`config.mk`:
```
export PLATFORM = sky130hd
export DESIGN_NAME = dcache_arbiter
export DESIGN_NICKNAME = d
export VERILOG_FILES = /design/src/rtl/dcache_arbiter_pkg.sv /design/src/rtl/dcache_arbiter_age.sv /design/src/rtl/dcache_arbiter.sv
export SDC_FILE = /design/constraint.sdc
export NUM_CORES = 1
export LEC_CHECK = 0
export ABC_CLOCK_PERIOD_IN_PS = 1700
export CAP_MARGIN = 20
export CORE_MARGIN = 2
export CORE_UTILIZATION = 18
export CTS_CLUSTER_DIAMETER = 80
export CTS_CLUSTER_SIZE = 16
export DETAILED_ROUTE_END_ITERATION = 8
export HOLD_SLACK_MARGIN = 0.03
export PLACE_DENSITY = 0.75
export SLEW_MARGIN = 20
export SYNTH_ARGS = -nofsm -noshare
export SYNTH_HDL_FRONTEND = slang
export SYNTH_SLANG_ARGS = --single-unit
```
`constraint.sdc`:
```
create_clock -name clk -period 1.7 [get_ports clk]
set_clock_uncertainty 0.1 [all_clocks]
set_input_delay 0.17 -clock clk [delete_from_list [all_inputs] [get_ports clk]]
set_output_delay 0.17 -clock clk [all_outputs]
set_load 0.02 [all_outputs]
```
`src/rtl/dcache_arbiter_pkg.sv`:
```
// Shared definitions for the dcache arbiter: owner-state encodings, starve
// counter sizing and the default forced-grant threshold.
// Optional feature macro used by the arbiter files: ARB_AGING_EN.
`ifndef DATAPATH_W
`define DATAPATH_W 8
`endif

package dcache_arbiter_pkg;

    // Owner of the cache port for the current cycle.
    typedef enum logic [1:0] {
        OWN_NONE = 2'b00,
        OWN_SPI  = 2'b01,
        OWN_PROC = 2'b10,
        OWN_DISP = 2'b11
    } owner_e;

    localparam int unsigned STARVE_W         = 4;
    localparam int unsigned STARVE_LIMIT_DEF = 8;

endpackage

```
`src/rtl/dcache_arbiter_age.sv`:
```
// Display starvation tracker for the dcache arbiter (built only when
// ARB_AGING_EN is defined).
// Ports:
//   clk, rst        clock, synchronous active-high reset
//   disp_req        display request
//   disp_gnt        display granted this cycle
//   starve_force_c  display must win the next arbitration (combinational)
module dcache_arb_age
    import dcache_arbiter_pkg::*;
#(
    parameter int unsigned STARVE_LIMIT = STARVE_LIMIT_DEF
) (
    input  logic clk,
    input  logic rst,
    input  logic disp_req,
    input  logic disp_gnt,
    output logic starve_force_c
);

    localparam logic [STARVE_W-1:0] LIMIT = STARVE_W'(STARVE_LIMIT);

    logic [STARVE_W-1:0] cnt;

    // Count waiting cycles, saturate at the limit, clear once served or idle.
    always_ff @(posedge clk) begin
        if (rst) begin
            cnt <= '0;
        end else if (!disp_req || disp_gnt) begin
            cnt <= '0;
        end else if (cnt != LIMIT) begin
            cnt <= cnt + STARVE_W'(1);
        end
    end

    // Masked by disp_gnt so the saturated count cannot re-force DISP in the
    // very cycle it is finally being served.
    assign starve_force_c = (cnt == LIMIT) && disp_req && !disp_gnt;

endmodule

```
`src/rtl/dcache_arbiter.sv`:
```
// Three-way arbiter for the single dcache port: SPI loader, processor and
// seven-segment display reader. Owner is a registered FSM decided from the
// requests at the end of each cycle; grants are owner AND live request.
// Optional feature: ARB_AGING_EN enables display starvation aging.
// Ports:
//   clk, rst                      clock, synchronous active-high reset
//   spi_req/we/lock/addr/wdata    SPI loader access (lock holds a burst)
//   proc_req/we/addr/wdata        processor access
//   disp_req/addr                 display read-only access
//   spi_gnt/proc_gnt/disp_gnt     access performed this cycle
//   rdata                         mem_rdata in a granted cycle, else 0
//   mem_wen/addr/wdata, mem_rdata cache port (asynchronous read)
//   busy                          any grant high
`ifndef DATAPATH_W
`define DATAPATH_W 8
`endif

module dcache_arbiter
    import dcache_arbiter_pkg::*;
#(
    parameter int unsigned ADDR_W       = 4,
    parameter int unsigned DATA_W       = `DATAPATH_W,
    parameter int unsigned STARVE_LIMIT = STARVE_LIMIT_DEF
) (
    input  logic              clk,
    input  logic              rst,
    input  logic              spi_req,
    input  logic              spi_we,
    input  logic              spi_lock,
    input  logic [ADDR_W-1:0] spi_addr,
    input  logic [DATA_W-1:0] spi_wdata,
    input  logic              proc_req,
    input  logic              proc_we,
    input  logic [ADDR_W-1:0] proc_addr,
    input  logic [DATA_W-1:0] proc_wdata,
    input  logic              disp_req,
    input  logic [ADDR_W-1:0] disp_addr,
    output logic              spi_gnt,
    output logic              proc_gnt,
    output logic              disp_gnt,
    output logic [DATA_W-1:0] rdata,
    output logic              mem_wen,
    output logic [ADDR_W-1:0] mem_addr,
    output logic [DATA_W-1:0] mem_wdata,
    input  logic [DATA_W-1:0] mem_rdata,
    output logic              busy
);

    // Reject out-of-range thresholds at elaboration.
    if (STARVE_LIMIT < 1 || STARVE_LIMIT > 15) begin : g_bad_limit
        $error("dcache_arbiter: STARVE_LIMIT must be in 1..15");
    end

    owner_e owner_q;
    owner_e owner_d;
    logic   age_force_c;

    // A grant needs both ownership and a request still present this cycle.
    assign spi_gnt  = (owner_q == OWN_SPI)  && spi_req;
    assign proc_gnt = (owner_q == OWN_PROC) && proc_req;
    assign disp_gnt = (owner_q == OWN_DISP) && disp_req;
    assign busy     = spi_gnt || proc_gnt || disp_gnt;

`ifdef ARB_AGING_EN
    dcache_arb_age #(
        .STARVE_LIMIT(STARVE_LIMIT)
    ) u_age (
        .clk           (clk),
        .rst           (rst),
        .disp_req      (disp_req),
        .disp_gnt      (disp_gnt),
        .starve_force_c(age_force_c)
    );
`else
    assign age_force_c = 1'b0;
`endif

    // Owner state register.
    always_ff @(posedge clk) begin
        if (rst) begin
            owner_q <= OWN_NONE;
        end else begin
            owner_q <= owner_d;
        end
    end

    // Next owner: SPI burst lock, then starvation override, then fixed priority.
    always_comb begin
        owner_d = OWN_NONE;
        if (owner_q == OWN_SPI && spi_lock) begin
            owner_d = OWN_SPI;
        end else if (age_force_c) begin
            owner_d = OWN_DISP;
        end else if (spi_req) begin
            owner_d = OWN_SPI;
        end else if (proc_req) begin
            owner_d = OWN_PROC;
        end else if (disp_req) begin
            owner_d = OWN_DISP;
        end
    end

    // Cache port mux follows the owner; the display path never writes.
    always_comb begin
        mem_addr  = '0;
        mem_wdata = '0;
        rdata     = '0;
        case (owner_q)
            OWN_SPI: begin
                mem_addr  = spi_addr;
                mem_wdata = spi_wdata;
            end
            OWN_PROC: begin
                mem_addr  = proc_addr;
                mem_wdata = proc_wdata;
            end
            OWN_DISP: begin
                mem_addr  = disp_addr;
            end
            default: begin
            end
        endcase
        mem_wen = (spi_gnt && spi_we) || (proc_gnt && proc_we);
        if (busy) begin
            rdata = mem_rdata;
        end
    end

endmodule

```
# Word level (Yosys, flattened, before mapping)
# Cells that the tools add are included.
# totals
register_bits	2
latchBits	0
mem_bits_rw	0
mem_bits_ro	0
input_bits	44
out_inout_bits	25
wordCells	22
n_memories	0
# classes
add_sub_neg	0
multipliers	0
div_mod_pow	0
order_cmp	0
n_eq_ne	3
shifts	0
n_mux	7
bitwise_logic	0
reduce_logical	10
# op_table
op	count
$pmux W8 S2	1
$pmux W4 S3	1
$mux W8	1
$logic_and A1 B1 Y1	6
$eq A2 B2 Y1 const B	2
$mux W2	2
$logic_or A1 B1 Y1	3
$reduce_or A3 Y1	1
$eq A2 B1 Y1 const B	1
$mux W1	2

# Logic depth before layout (Yosys ltp)
# Gate-level depths: netlist (run 1).
# logic_depth
word_depth	5
depth_mapped	5
depth_no_buf	4

# Worst setup path after synthesis (run 1)
# OpenSTA, ideal clock, no wires.
# synth_timing
kind	register to output
from	register owner_q[1]
to	output port busy
t_arrival_ns	1.609
t_required_ns	1.430
path_slack_ns	-0.179
path_stages_with_launch	5
n_path_buf	0
path_cell_list	dfxtp_1 > inv_1 > ha_1 > a222oi_1 > inv_1
# synth_between
elab_chain_cells	4
word_cells_on_any_way	8
cone_classes	eq/ne (3); reduce/logical (5)
# synth_lines
item	line_no	rtl
start, declared	dcache_arbiter.sv:54	owner_e owner_q;
start signal, assigned	dcache_arbiter.sv:83	owner_q <= owner_d;
$eq A2 B1 Y1 or $eq A2 B2 Y1 (tied branches)	dcache_arbiter.sv:59, dcache_arbiter.sv:60	
$logic_and A1 B1 Y1, on equally long branches	dcache_arbiter.sv:59, dcache_arbiter.sv:60	
$logic_or A1 B1 Y1	dcache_arbiter.sv:62	assign busy = spi_gnt || proc_gnt || disp_gnt;
$logic_or A1 B1 Y1 *	dcache_arbiter.sv:62	
end, declared	dcache_arbiter.sv:46	output logic busy
# Mark *: on every way between the ends. The rest lies on a longest branch, timed or not.

# Worst setup path in the final report (run 1)
# layout_timing
from	register owner_q[1]
to	output port rdata[4]
# layout_between
elab_chain_cells	5
word_cells_on_any_way	9
cone_classes	eq/ne (3); mux (1); reduce/logical (5)
# layout_lines
item	line_no	rtl
$eq A2 B1 Y1 or $eq A2 B2 Y1 (tied branches)	dcache_arbiter.sv:59, dcache_arbiter.sv:60	
$logic_and A1 B1 Y1, on equally long branches	dcache_arbiter.sv:59, dcache_arbiter.sv:60	
$logic_or A1 B1 Y1	dcache_arbiter.sv:62	
$logic_or A1 B1 Y1 *	dcache_arbiter.sv:62	
$mux W8 *	dcache_arbiter.sv:124	if (busy) begin
end, declared	dcache_arbiter.sv:41	output logic [DATA_W-1:0] rdata,
# Marked as above.

==> results of run 1 <==
[per-layer routing]
layer	track usage [%]	vias up	share of wire (%)
met4	8.11	0	1.0
met5	0	-	0
met1	16.6	324	35
met2	31.4	32	57
met3	3.87	2	7.0
li1	-	363	-
[worst max-delay path, cell delays in order, from the launching register on]
cell and delay [ps]:
dfxtp_4 360, inv_4 40, ha_4 150, a222oi_1 430, buf_4 230, nor2b_1 50, buf_2 150
[worst max-delay path by stage]
| stage | startpoint | to | slack, ps | depth (start not counted) |
|---|---|---|---|---|
| 2_1_floorplan | owner_q[1] | busy | -130 | 4 |
| 3_3_place_gp | spi_req | rdata[4] | -270 | 5 |
| 3_5_place_dp | spi_req | rdata[0] | -290 | 5 |
| 4_1_cts | owner_q[1] | rdata[0] | -200 | 6 |
| 5_1_grt | owner_q[1] | rdata[0] | -300 | 6 |
| 6_report | owner_q[1] | rdata[4] | -200 | 6 |
[layout make-up]
class	instances	area, um^2	share of cell area (%)
inverter	3	16.3	1.27
timing repair buffer	81	734	57.5
sequential	2	47.5	3.72
tap	27	33.8	2.64
multi-input combinational	46	423	33.1
clock buffer	3	22.5	1.76
[per-stage QoR]
stage	TNS (ps)	util [%]	setup slack, ps	power (uW)
floorplan	-1090	-	-129	174
global placement	-4740	60.5	-268	368
detailed placement	-5110	60.5	-287	372
CTS	-1820	60.9	-198	483
global route	-3340	63.8	-296	525
finish	-1690	63.8	-203	494
[kinds of logic after synthesis]
logic type               after synthesis  synth area share [%]
AO/OA/AOI/OAI                         16                  33.1
AND/OR/NAND/NOR                       26                  38.9
flip-flops                             2                  10.3
adder cells (fa/ha/maj)                4                  12.9
buffers and inverters                  5                  4.82
[where the power goes]
part	switching, uW	internal, uW
Clock	25.3	77.7
Sequential	5.69	49.8
Combinational	133	203
[cells in the final DEF, fill, tap and decap left out, drive strengths merged]
cell           count
clkdlybuf4s50     43
buf               35
nor2b             16
a22oi              8
a222oi             5
nor2               5
clkbuf             5
ha                 4
inv                3
and2               3
a21oi              2
dfxtp              2
a22o               1
nor3b              1
nand2b             1
clkdlybuf4s15      1
[timing repair]
| item | in CTS | in global routing |
|---|---|---|
| pin swaps | 6 | 1 |
| gates resized for setup | 121 | 19 |
| endpoints found under the hold margin | 0 | 0 |
| setup endpoints to repair | 25 | 25 |
| gates cloned | 1 | 0 |
| setup buffers | 0 | 2 |
==> results.cfg, run 1 <==
[route]
route.detailed.drc = 0
viasPerCell = 4.45
drt-total-wl_mm = 2.11
ant_nets = 0
drt_iter0_drc = 22
wl_per_cell_um = 13.0
dr_total_vias = 721
first_pass_iters = 6

[clock_network]
cts.reportedPaths.clkPinSlew_ps = 30
ctsHoldBuffers = 0
cts_made_buffers = 3
clk_latency_ps = 220
cts.sinks = 2
cts_tree = yes
htree_levels = 1
max-clock-path-buffers = 2
cts-root-buf = clkbuf_4

[place]
gp_congestion = 0.764
placed_cell_area_mm2 = 0.00121
hpwlAfterDp_mm = 1.74
place.port_buffers = 68
place_inst = 156

[timing]
setup_ws_ps = -203
fin_crit_sh_pct = 112
report.final.slew_viol_count = 0
fmax_mhz = 525
period_minus_slack_ps = 1900
hold_viol_final = 0
hold_slack_ps = 420
maxSlewHeadroom_pct = 73.2
setup-violations-final = 12
worstMarginPinSlew_ps = 402
rsz0062_at_grt = yes

[final_layout]
insertedDiodeCount = 0
final_cells = 162
final_cell_area_mm2 = 0.00128
area_growth_pct = 228
fill_cells = 198
final_nets = 185
largest_reg_flops = 2
drive_gt1_share_pct = 43.7
top_register = owner_q
reg_top3 = owner_q: 2 flops

[logic_synthesis]
synth_seq_cells = 2
ys_async_sr_fraction_pct = 0
avgSynthCellArea_um2 = 7.34
yosysUniqueCellTypes = 13
synth_nets = 101
yosysMostFrequentCell = nor2b_1
synthFlopType = dfxtp_1
netlist_instances = 53
synth_common_cells = 16 x nor2b_1, 8 x a22oi_1, 5 x a222oi_1, 5 x nor2_1, 4 x ha_1
synth_top_area_share_pct = 25.7
synth_area_um2 = 389
synthTopCellsByArea = nor2b_1 26%, a22oi_1 15%, a222oi_1 13%, ha_1 13%, dfxtp_1 10%
yosys_warnings = 0
yosysSeqAreaShare_pct = 10.3
synth_enable_flop_cells = 0
yosys.area.top_type = nor2b_1

[worst_setup_path]
ff2ff_setup_slack_ps = 450
critPathMaxFanout = 5
crit_arrival_ps = 1630
end_kind = primary output
rr_worst_depth = 5
path_class = flop to primary output
crit_path_start_kind = flop
r2r_start = owner_q[1]
required_ps = 1430
r2r-end = owner_q[1]

[die]
initial_utilization_pct = 19.4
rows = 16
core_area_mm2 = 0.00200
die_h_um = 50.5
dieArea_mm2 = 0.00255
die_x_um = 50.5
ios = 69

[min_path]
hp-class = input pin to flop
hold_depth = 2
min_to = owner_q[0]
hp-start = rst

[power]
p_per_area_mw_per_mm2 = 387
power.leakage_uw = 0.000535
peakVddDrop_v = 0.000372

[run]
drv_cap = 0

[grt]
grt_pass1_wl_mm = 3.24
grt_use_total_pct = 16.5
grt_max_degree = 15
grt_antenna_before_repair = 0
grt_pass1_vias = 727
grt-ovfl-total = 0

[status]
violations = negative setup slack
status = finished, violations left
(Power assumes the default switching activity.)
==> run 2, diff against run 1 <==
--- a/config.mk
+++ b/config.mk
@@ -5,16 +5,18 @@
 export SDC_FILE = /design/constraint.sdc
 export NUM_CORES = 1
 export LEC_CHECK = 0
-export ABC_CLOCK_PERIOD_IN_PS = 1700
+export ABC_CLOCK_PERIOD_IN_PS = 2450
 export CAP_MARGIN = 20
 export CORE_MARGIN = 2
-export CORE_UTILIZATION = 18
+export CORE_UTILIZATION = 22
 export CTS_CLUSTER_DIAMETER = 80
 export CTS_CLUSTER_SIZE = 16
 export DETAILED_ROUTE_END_ITERATION = 8
+export GPL_ROUTABILITY_DRIVEN = 0
 export HOLD_SLACK_MARGIN = 0.03
-export PLACE_DENSITY = 0.75
+export PLACE_DENSITY = 0.85
 export SLEW_MARGIN = 20
 export SYNTH_ARGS = -nofsm -noshare
 export SYNTH_HDL_FRONTEND = slang
 export SYNTH_SLANG_ARGS = --single-unit
+export TNS_END_PERCENT = 30
==> constraint.sdc (replaced) <==
create_clock -name clk -period 2.45 [get_ports clk]
set_clock_uncertainty 0.1 [all_clocks]
set_input_delay 0.245 -clock clk [delete_from_list [all_inputs] [get_ports clk]]
set_output_delay 0.245 -clock clk [all_outputs]
set_load 0.02 [all_outputs]
==> run 2 against run 1 <==
Via count fell by 0.14%. Sequential power decreased by 34%. Setup slack better by 340 ps. Die area fell by 17%. The run now ends clean. Register-to-register slack improved by 680 ps. Sequential share of layout area shrank 0.19 points. Non-clock buffer count fell by 10. Critical endpoint is now rdata[7]. Global-route usage rose by 0.49 points.
==> results.cfg, run 2 (synthesized netlist as in run 1, its figures left out) <==
[status]
status = complete, no violations

[clock_network]
cts.sinks = 2
cts_resized = 0
ctsHoldBuffers = 0
htree_levels = 1
cts_made_buffers = 3
clk_latency_ps = 220
cts.reportedPaths.clkPinSlew_ps = 30
max-clock-path-buffers = 2
post_cts_buffers = 0
cts-root-buf = clkbuf_4
cts_tree = yes

[final_layout]
fill_cells = 141
regArea_um2 = 40.0
multi_input_comb_area_um2 = 330
insertedDiodeCount = 0
reg_top3 = owner_q: 2 flops
final_nets = 175
final_cell_mix = 66 x clkdlybuf4s50_1, 16 x nor2b_1, 8 x a22oi_1
mostFrequentLayoutCell = clkdlybuf4s50_1
largest_reg_flops = 2
area_growth_pct = 191
top_register = owner_q
drive_gt1_share_pct = 4.80

[worst_setup_path]
crit_path_start_kind = flop
path_buf_inv = 3
startpoint = owner_q[0]
path_class = flop to primary output
slowest_stage = clkdlybuf4s50_1
end_kind = primary output
crit_chain = inv_1 > ha_1 > a222oi_1 > buf_4 > nor2b_1 > clkdlybuf4s50_1
required_ps = 2110
r2r_start = owner_q[1]
ff2ff_setup_slack_ps = 1130
slowest_delay_ps = 540
crit_arrival_ps = 1970
critPathMaxFanout = 9
critPathTopFamily = buffers and inverters

[power]
peakVddDrop_v = 0.000261
p_per_area_mw_per_mm2 = 276
power.leakage_uw = 0.000460

[timing]
report.final.slew_viol_count = 0
worstMarginPinSlew_ps = 275
fmax_mhz = 433
setup-violations-final = 0
hold_viol_final = 0
period_minus_slack_ps = 2310
fin_crit_sh_pct = 94.3
setup_ws_ps = 139
rsz0062_at_grt = no
maxSlewHeadroom_pct = 81.7
tns_ps = 0

[grt]
grt_pass1_wl_mm = 2.64
grt_max_degree = 15
grt_use_total_pct = 17.0
grt-ovfl-total = 0
grt_pass1_vias = 660
grt_antenna_before_repair = 0

[min_path]
hp-class = input pin to flop
hp-start = rst

[die]
rows = 15
core_area_mm2 = 0.00169
initial_utilization_pct = 23.0
die_h_um = 46.1
dieArea_mm2 = 0.00212
ios = 69
die_x_um = 46.1

[route]
drt_iter0_drc = 26
drt-total-wl_mm = 1.88
route.detailed.drc = 0
dr_total_vias = 720
first_pass_iters = 4
wl_per_cell_um = 13.2
viasPerCell = 5.07
ant_nets = 0

[place]
hpwlAfterDp_mm = 1.58
place.port_buffers = 68
post-place-ws_ps = 234

[run]
drv_cap = 0
-- run 2: cell types whose count changed in the layout (fill, tap and decap cells not counted), moves of 3 or more --
cell and delta:
buf_4 -22, ha_4 -3, ha_1 +4, clkdlybuf4s50_1 +23, a22oi_2 -8, buf_2 -4
a22oi_1 +8, buf_6 -5
-- run 2: path summary, 6_finish.rpt --
path	end	cells past startpoint
worst min register to register	owner_q[0]	4
worst min-delay path	owner_q[0]	2
worst max-delay path	rdata[7]	6
worst max register to register	owner_q[1]	5
-- run 2: where the power goes --
group | switching (uW) | leakage [uW] | total [uW] | internal [uW]
Combinational | 79.1 | 0.000429 | 205 | 126
Clock | 17.0 | 0.0000138 | 70.9 | 53.9
Sequential | 1.72 | 0.0000166 | 36.8 | 35.1
-- run 2: layout make-up --
cell class	instances	share of cell area, %
clock buffers	3	1.99
inverters	3	0.993
multi-input cells	46	29.1
flip-flops and latches	2	3.53
well taps	17	1.88
repair buffers	71	62.5
-- run 2: metrics by stage --
stage	hold slack, ps	std cells	power [uW]	area [um^2]	utilization, %
after floorplan	214	53	116	389	-
after global placement	713	139	241	1110	65.5
after detailed placement	721	139	244	1110	65.5
after CTS	488	142	320	1130	66.8
after global routing	523	142	333	1130	67.1
final	500	142	312	1130	67.1
-- run 2: worst reg2reg max path, cell delays in order, from the launching register on --
cell and delay [ps]:
dfxtp_1 340, inv_1 70, ha_1 190, buf_4 180, a21oi_1 160, nor3b_1 190
-- run 2: layer usage --
metal / GRT usage [%] / wire (um) / part of all wire (%)
met1: 15.2 / 652 / 35
met2: 31.7 / 860 / 46
met3: 9.80 / 368 / 20
met4: 5.14 / 0 / 0
met5: 0 / 0 / 0
